==> config.mk <==
export PLATFORM = sky130hd
export DESIGN_NAME = stream_demux4_flat
export DESIGN_NICKNAME = d
export VERILOG_FILES = /design/src/rtl/stream_demux4_pkg.sv /design/src/rtl/stream_demux4_if.sv /design/src/rtl/stream_demux4_onehot_decoder2.sv /design/src/rtl/stream_demux4.sv /design/src/flat_wrapper.sv
export SDC_FILE = /design/constraint.sdc
export NUM_CORES = 1
export LEC_CHECK = 0
export ABC_AREA = 1
export BUFFER_PORTS_ARGS = -buffer_cell sky130_fd_sc_hd__buf_2
export CORE_MARGIN = 3
export CORE_UTILIZATION = 48
export DETAILED_ROUTE_END_ITERATION = 7
export GPL_TIMING_DRIVEN = 0
export PLACE_DENSITY = 0.83
export SLEW_MARGIN = 40
export SYNTH_ARGS = -nofsm -noshare
export SYNTH_HDL_FRONTEND = slang
export SYNTH_SLANG_ARGS = --single-unit
==> constraint.sdc <==
create_clock -name clk -period 2.13 [get_ports clk]
set_input_delay 0.426 -clock clk [delete_from_list [all_inputs] [get_ports clk]]
set_output_delay 0.426 -clock clk [all_outputs]
set_load 0.05 [all_outputs]
==> src/rtl/stream_demux4_pkg.sv <==
// Shared types and constants for the 4-way packet stream demultiplexer.
package stream_demux4_pkg;
  localparam int NUM_CH = 4;
  localparam int SEL_W  = 2;

  typedef enum logic {
    IDLE = 1'b0,
    BUSY = 1'b1
  } state_t;
endpackage

==> src/rtl/stream_demux4_if.sv <==
// Stream bus of the demux: one producer side, four consumer channels sharing data/last.
interface stream_demux4_if #(parameter int WIDTH = 8);
  logic [WIDTH-1:0]                        data_in;
  logic                                    valid_in;
  logic                                    last_in;
  logic [stream_demux4_pkg::SEL_W-1:0]     sel_in;
  logic                                    ready_out;
  logic [WIDTH-1:0]                        data_out;
  logic                                    last_out;
  logic [stream_demux4_pkg::NUM_CH-1:0]    valid_out;
  logic [stream_demux4_pkg::NUM_CH-1:0]    ready_in;
  logic                                    busy_out;

  modport slave (
    input  data_in, valid_in, last_in, sel_in, ready_in,
    output ready_out, data_out, last_out, valid_out, busy_out
  );

  modport master (
    output data_in, valid_in, last_in, sel_in, ready_in,
    input  ready_out, data_out, last_out, valid_out, busy_out
  );
endinterface

==> src/rtl/stream_demux4_onehot_decoder2.sv <==
// 2-bit channel index to 4-bit one-hot.
module onehot_decoder2
  import stream_demux4_pkg::*;
(
  input  logic [SEL_W-1:0]  i_idx,
  output logic [NUM_CH-1:0] o_onehot
);
  for (genvar n = 0; n < NUM_CH; n++) begin : g_bit
    assign o_onehot[n] = (i_idx == SEL_W'(n));
  end
endmodule

==> src/rtl/stream_demux4.sv <==
// 1:4 packet demux with a single registered output stage; the channel is locked
// on a packet's first beat so a packet never splits across consumers.
module stream_demux4
  import stream_demux4_pkg::*;
#(
  parameter int WIDTH = 8
) (
  input  logic clk,
  input  logic rst,
  stream_demux4_if.slave bus
);
  logic               r_occ;
  logic [WIDTH-1:0]   r_data;
  logic               r_last;
  logic [SEL_W-1:0]   r_dst;
  logic [SEL_W-1:0]   r_cur_sel;
  state_t             r_state;

  logic [NUM_CH-1:0]  w_dst_oh;
  logic               w_pop;
  logic               w_ready;
  logic               w_accept;
  logic [SEL_W-1:0]   w_route;

  onehot_decoder2 u_dec (
    .i_idx    (r_dst),
    .o_onehot (w_dst_oh)
  );

  // Only the ready of the channel holding the registered beat can drain it.
  assign w_pop    = r_occ & (|(w_dst_oh & bus.ready_in));
  assign w_ready  = ~r_occ | w_pop;
  assign w_accept = bus.valid_in & w_ready;
  assign w_route  = (r_state == BUSY) ? r_cur_sel : bus.sel_in;

  assign bus.ready_out = w_ready;
  assign bus.valid_out = r_occ ? w_dst_oh : '0;
  assign bus.data_out  = r_data;
  assign bus.last_out  = r_last;
  assign bus.busy_out  = (r_state == BUSY);

  always_ff @(posedge clk) begin
    if (rst) begin
      r_occ     <= 1'b0;
      r_data    <= '0;
      r_last    <= 1'b0;
      r_dst     <= '0;
      r_cur_sel <= '0;
      r_state   <= IDLE;
    end else begin
      if (w_accept) begin
        r_data <= bus.data_in;
        r_last <= bus.last_in;
        r_dst  <= w_route;
        r_occ  <= 1'b1;
      end else if (w_pop) begin
        r_occ  <= 1'b0;
      end

      case (r_state)
        IDLE: if (w_accept && !bus.last_in) begin
          r_cur_sel <= bus.sel_in;
          r_state   <= BUSY;
        end
        BUSY: if (w_accept && bus.last_in) r_state <= IDLE;
        default: r_state <= IDLE;
      endcase
    end
  end
endmodule

==> src/flat_wrapper.sv <==
// flat-port wrapper written by rule: the top's interface ports become plain ports
module stream_demux4_flat import stream_demux4_pkg::*;
#(
  parameter int WIDTH = 8
)
  (clk, rst, bus_data_in, bus_valid_in, bus_last_in, bus_sel_in, bus_ready_in, bus_ready_out, bus_data_out, bus_last_out, bus_valid_out, bus_busy_out);
  stream_demux4_if #(.WIDTH(WIDTH)) bus_i ();
  input  logic clk;
  input  logic rst;
  input wire logic [$bits(bus_i.data_in)-1:0] bus_data_in;
  input wire logic [$bits(bus_i.valid_in)-1:0] bus_valid_in;
  input wire logic [$bits(bus_i.last_in)-1:0] bus_last_in;
  input wire logic [$bits(bus_i.sel_in)-1:0] bus_sel_in;
  input wire logic [$bits(bus_i.ready_in)-1:0] bus_ready_in;
  output wire logic [$bits(bus_i.ready_out)-1:0] bus_ready_out;
  output wire logic [$bits(bus_i.data_out)-1:0] bus_data_out;
  output wire logic [$bits(bus_i.last_out)-1:0] bus_last_out;
  output wire logic [$bits(bus_i.valid_out)-1:0] bus_valid_out;
  output wire logic [$bits(bus_i.busy_out)-1:0] bus_busy_out;
  assign bus_i.data_in = bus_data_in;
  assign bus_i.valid_in = bus_valid_in;
  assign bus_i.last_in = bus_last_in;
  assign bus_i.sel_in = bus_sel_in;
  assign bus_i.ready_in = bus_ready_in;
  assign bus_ready_out = bus_i.ready_out;
  assign bus_data_out = bus_i.data_out;
  assign bus_last_out = bus_i.last_out;
  assign bus_valid_out = bus_i.valid_out;
  assign bus_busy_out = bus_i.busy_out;
  stream_demux4 #(.WIDTH(WIDTH)) u_core (.clk(clk), .rst(rst), .bus(bus_i));
endmodule
==> impl_results.md <==
- Outcome: completed
- Final setup fails: 0
- Seq cells post-synth: 15
- Setup tns final: 0 ns
- Slew Limit Fails: 0
- Final hold viol count: 0
- Class of the worst hold path: in2reg
- Detail Route Antenna Nets: 0
- Top FF cell, synth: dfxtp_1
- Synth area leaders: dfxtp_1 41%, nor2_1 9.8%, inv_1 4.7%
- Flop pwr share: roughly 46%
- Total power: approximately 0.70 mW
- Clock Power Share: approximately 22%
- Cell row count: 13
- Detailed Routing Iterations Pass 1: 4
- Avg WL per Cell: 10.2 µm
- Vias in the first global route: about 590
- Setup Skew: 0.00144 ns
- Clock Tree Root: clkbuf_4
- Residual DRC: 0
- Cell taking the most area after synthesis: dfxtp_1
- Slew @ Worst Pin: about 0.38 ns
- Total CTS buffers: 3
- Count leader, synth: nor2_1
- CTS sink cnt: 15
- Routed Wire Length: 1.49 mm
- CTS clk-pin slew, worst paths: 0.08 ns
- Critical Path RT: 1.70 ns
- Post-Layout Cell Count: 146
- Fmax: 559 MHz
- CP endpoint kind: output pin
- Mapped Nets: around 110
- Yosys warnings: 0
- Sequential area share after synthesis: roughly 41%
- Total congestion overflow: 0
- Minimum clock period: roughly 1.8 ns
- Die span in x: 44.9 µm
- Via count: 706
- Worst setup SP type: register
- Layout cell share with drive strength beyond 1: 40.5%
- Starting Density: 53.1%
- Nets: 150
- All-Layer GR Usage: 15.8%
- Placed cell areas: a little over 900 µm²
- Worst-path maximum fanout: 6
- Final Instance Area: 931 µm²
- Placer Congestion: 0.730
- Post-Syn Area: between 700 and 800 µm²
- Buffers added on ports: 32
- Inserted Diodes: 0
- Peak VDD IR: roughly 0.60 mV
- Fin crit share: 84.0%
- Int Power: 0.444 mW
- CP Data Arrival Time: 1.36 ns
- Synth top area share: ~41%
- Crit Path Class: reg2out
- Clock latency on the worst-skew pair: 0.27 ns
- Fin Hold WS: approximately 0.37 ns
- Post-synth ARST share: 0%
- H-Tree Depth: 1
- Top cells by count, synth: 19 x nor2_1, 15 x dfxtp_1, 9 x inv_1, 9 x nand2_1
- Post-DP HPWL: 1.18 mm
- TritonCTS clock tree: done
- Post-synth cell types: 22
- Die Area: 2010 µm²
- Largest net degree at the start of global routing: 11
- Max_slew headroom: 74.6%
- Antenna violations before repair: 0
- DR iter-0 viols: 9
- Post-CTS Setup Bufs: 0
- Power per cell area: 749 nW/µm²
- Number of enable flip-flop cells after synthesis: 0
- Drt via density: 4.84
- Syn avg cell area: 7.64 µm²
- Switching share of total power: 36.2%
- Net Switching: 0.252 mW
- DIE HEIGHT: 44.9 µm
- Clock Path Buffers: 2
- Hold-fix buffers, CTS: 0
- First-pass GRT wire length: 2.39 mm
- Logic gate share of total power: 31.5%
- Max-cap violations: 0
- I/O pin count: 33
- P_leak: 0.474 nW
- CTS-repair resized insts: 0
- Syn Inst Count: 95
- Area grow syn2layout: 28.3%
- Core box area: around 1400 µm²
- RSZ-0062 raised after global routing: no
- Placed Cells: 142
[sequential cells by signal, indices dropped and copies added, names as in the netlist, named ones only]
name,flops
u_core.bus.data_out,8
u_core.bus.last_out,1
u_core.r_cur_sel,2
u_core.r_dst,2
u_core.r_occ,1
[critical path, stage by stage, from the launching register on]
cell and delay [ns]:
dfxtp_1 0.38, inv_2 0.12, nand3_2 0.07, nand2_2 0.10
clkinv_2 0.07, nand2_4 0.09, buf_2 0.26
[per-stage QoR]
stage	worst slack [ns]	util [%]
3_3_place_gp	0.606	66.2
3_5_place_dp	0.603	66.2
2_1_floorplan	0.132	-
4_1_cts	0.331	68.1
5_1_grt	0.259	68.1
6_report	0.342	68.1
[placed cells by master (no fill, tap or decap), types with 3 or more instances in the layout]
cell	n
a21oi_1	4
buf_2	32
clkbuf_4	3
dfxtp_1	15
inv_1	9
inv_2	3
nand2_1	9
nand3_2	3
nand4_1	3
nor2_1	19
nor3_1	3
o21ai_0	6
o21ai_1	6
[power by group through the flow]
stage                     clock network (mW)  registers, mW  logic, mW
after floorplan                            0          0.384      0.109
after global placement                     0          0.327      0.216
after detailed placement                   0          0.328      0.221
after CTS                              0.160          0.321      0.221
after global routing                   0.172          0.324      0.240
final                                  0.156          0.321      0.220
[per-layer routing]
metal / wire length [µm] / global-route usage (%) / vias up / share of wire (%)
met5: 0 / 0 / - / 0
met4: 13 / 3.51 / 0 / 0.87
met3: 128 / 5.98 / 2 / 8.6
met2: 713 / 26.9 / 28 / 48
met1: 639 / 18.9 / 301 / 43
li1: - / - / 375 / -
[kinds of logic after synthesis]
family                 Yosys count  share of synthesized area [%]
AOI/OAI and AO/OA               18                           13.4
DFF                             15                           41.4
buffers and inverters           16                           11.7
and+or+nand+nor                 46                           33.4
[final cells by class]
class,count,area [µm²]
sequential,15,300
fill,122,435
inverter,13,50.0
clock buffer,4,26.3
tap,15,18.8
timing repair buffer,32,160
buffer,3,35.0
multi-input combinational,64,340
[worst paths after layout]
kind | startpoint | end | slack, ns | depth (start not counted)
worst max register to register | u_core.r_dst[0] | u_core.bus.data_out[5] | 0.83 | 9
worst max-delay path | u_core.r_dst[0] | bus_ready_out | 0.34 | 6
worst min register to register | u_core.bus.data_out[7] | u_core.bus.data_out[7] | 0.48 | 2
worst min-delay path | rst | register | 0.37 | 2
Power figures use the tool's default switching activity.
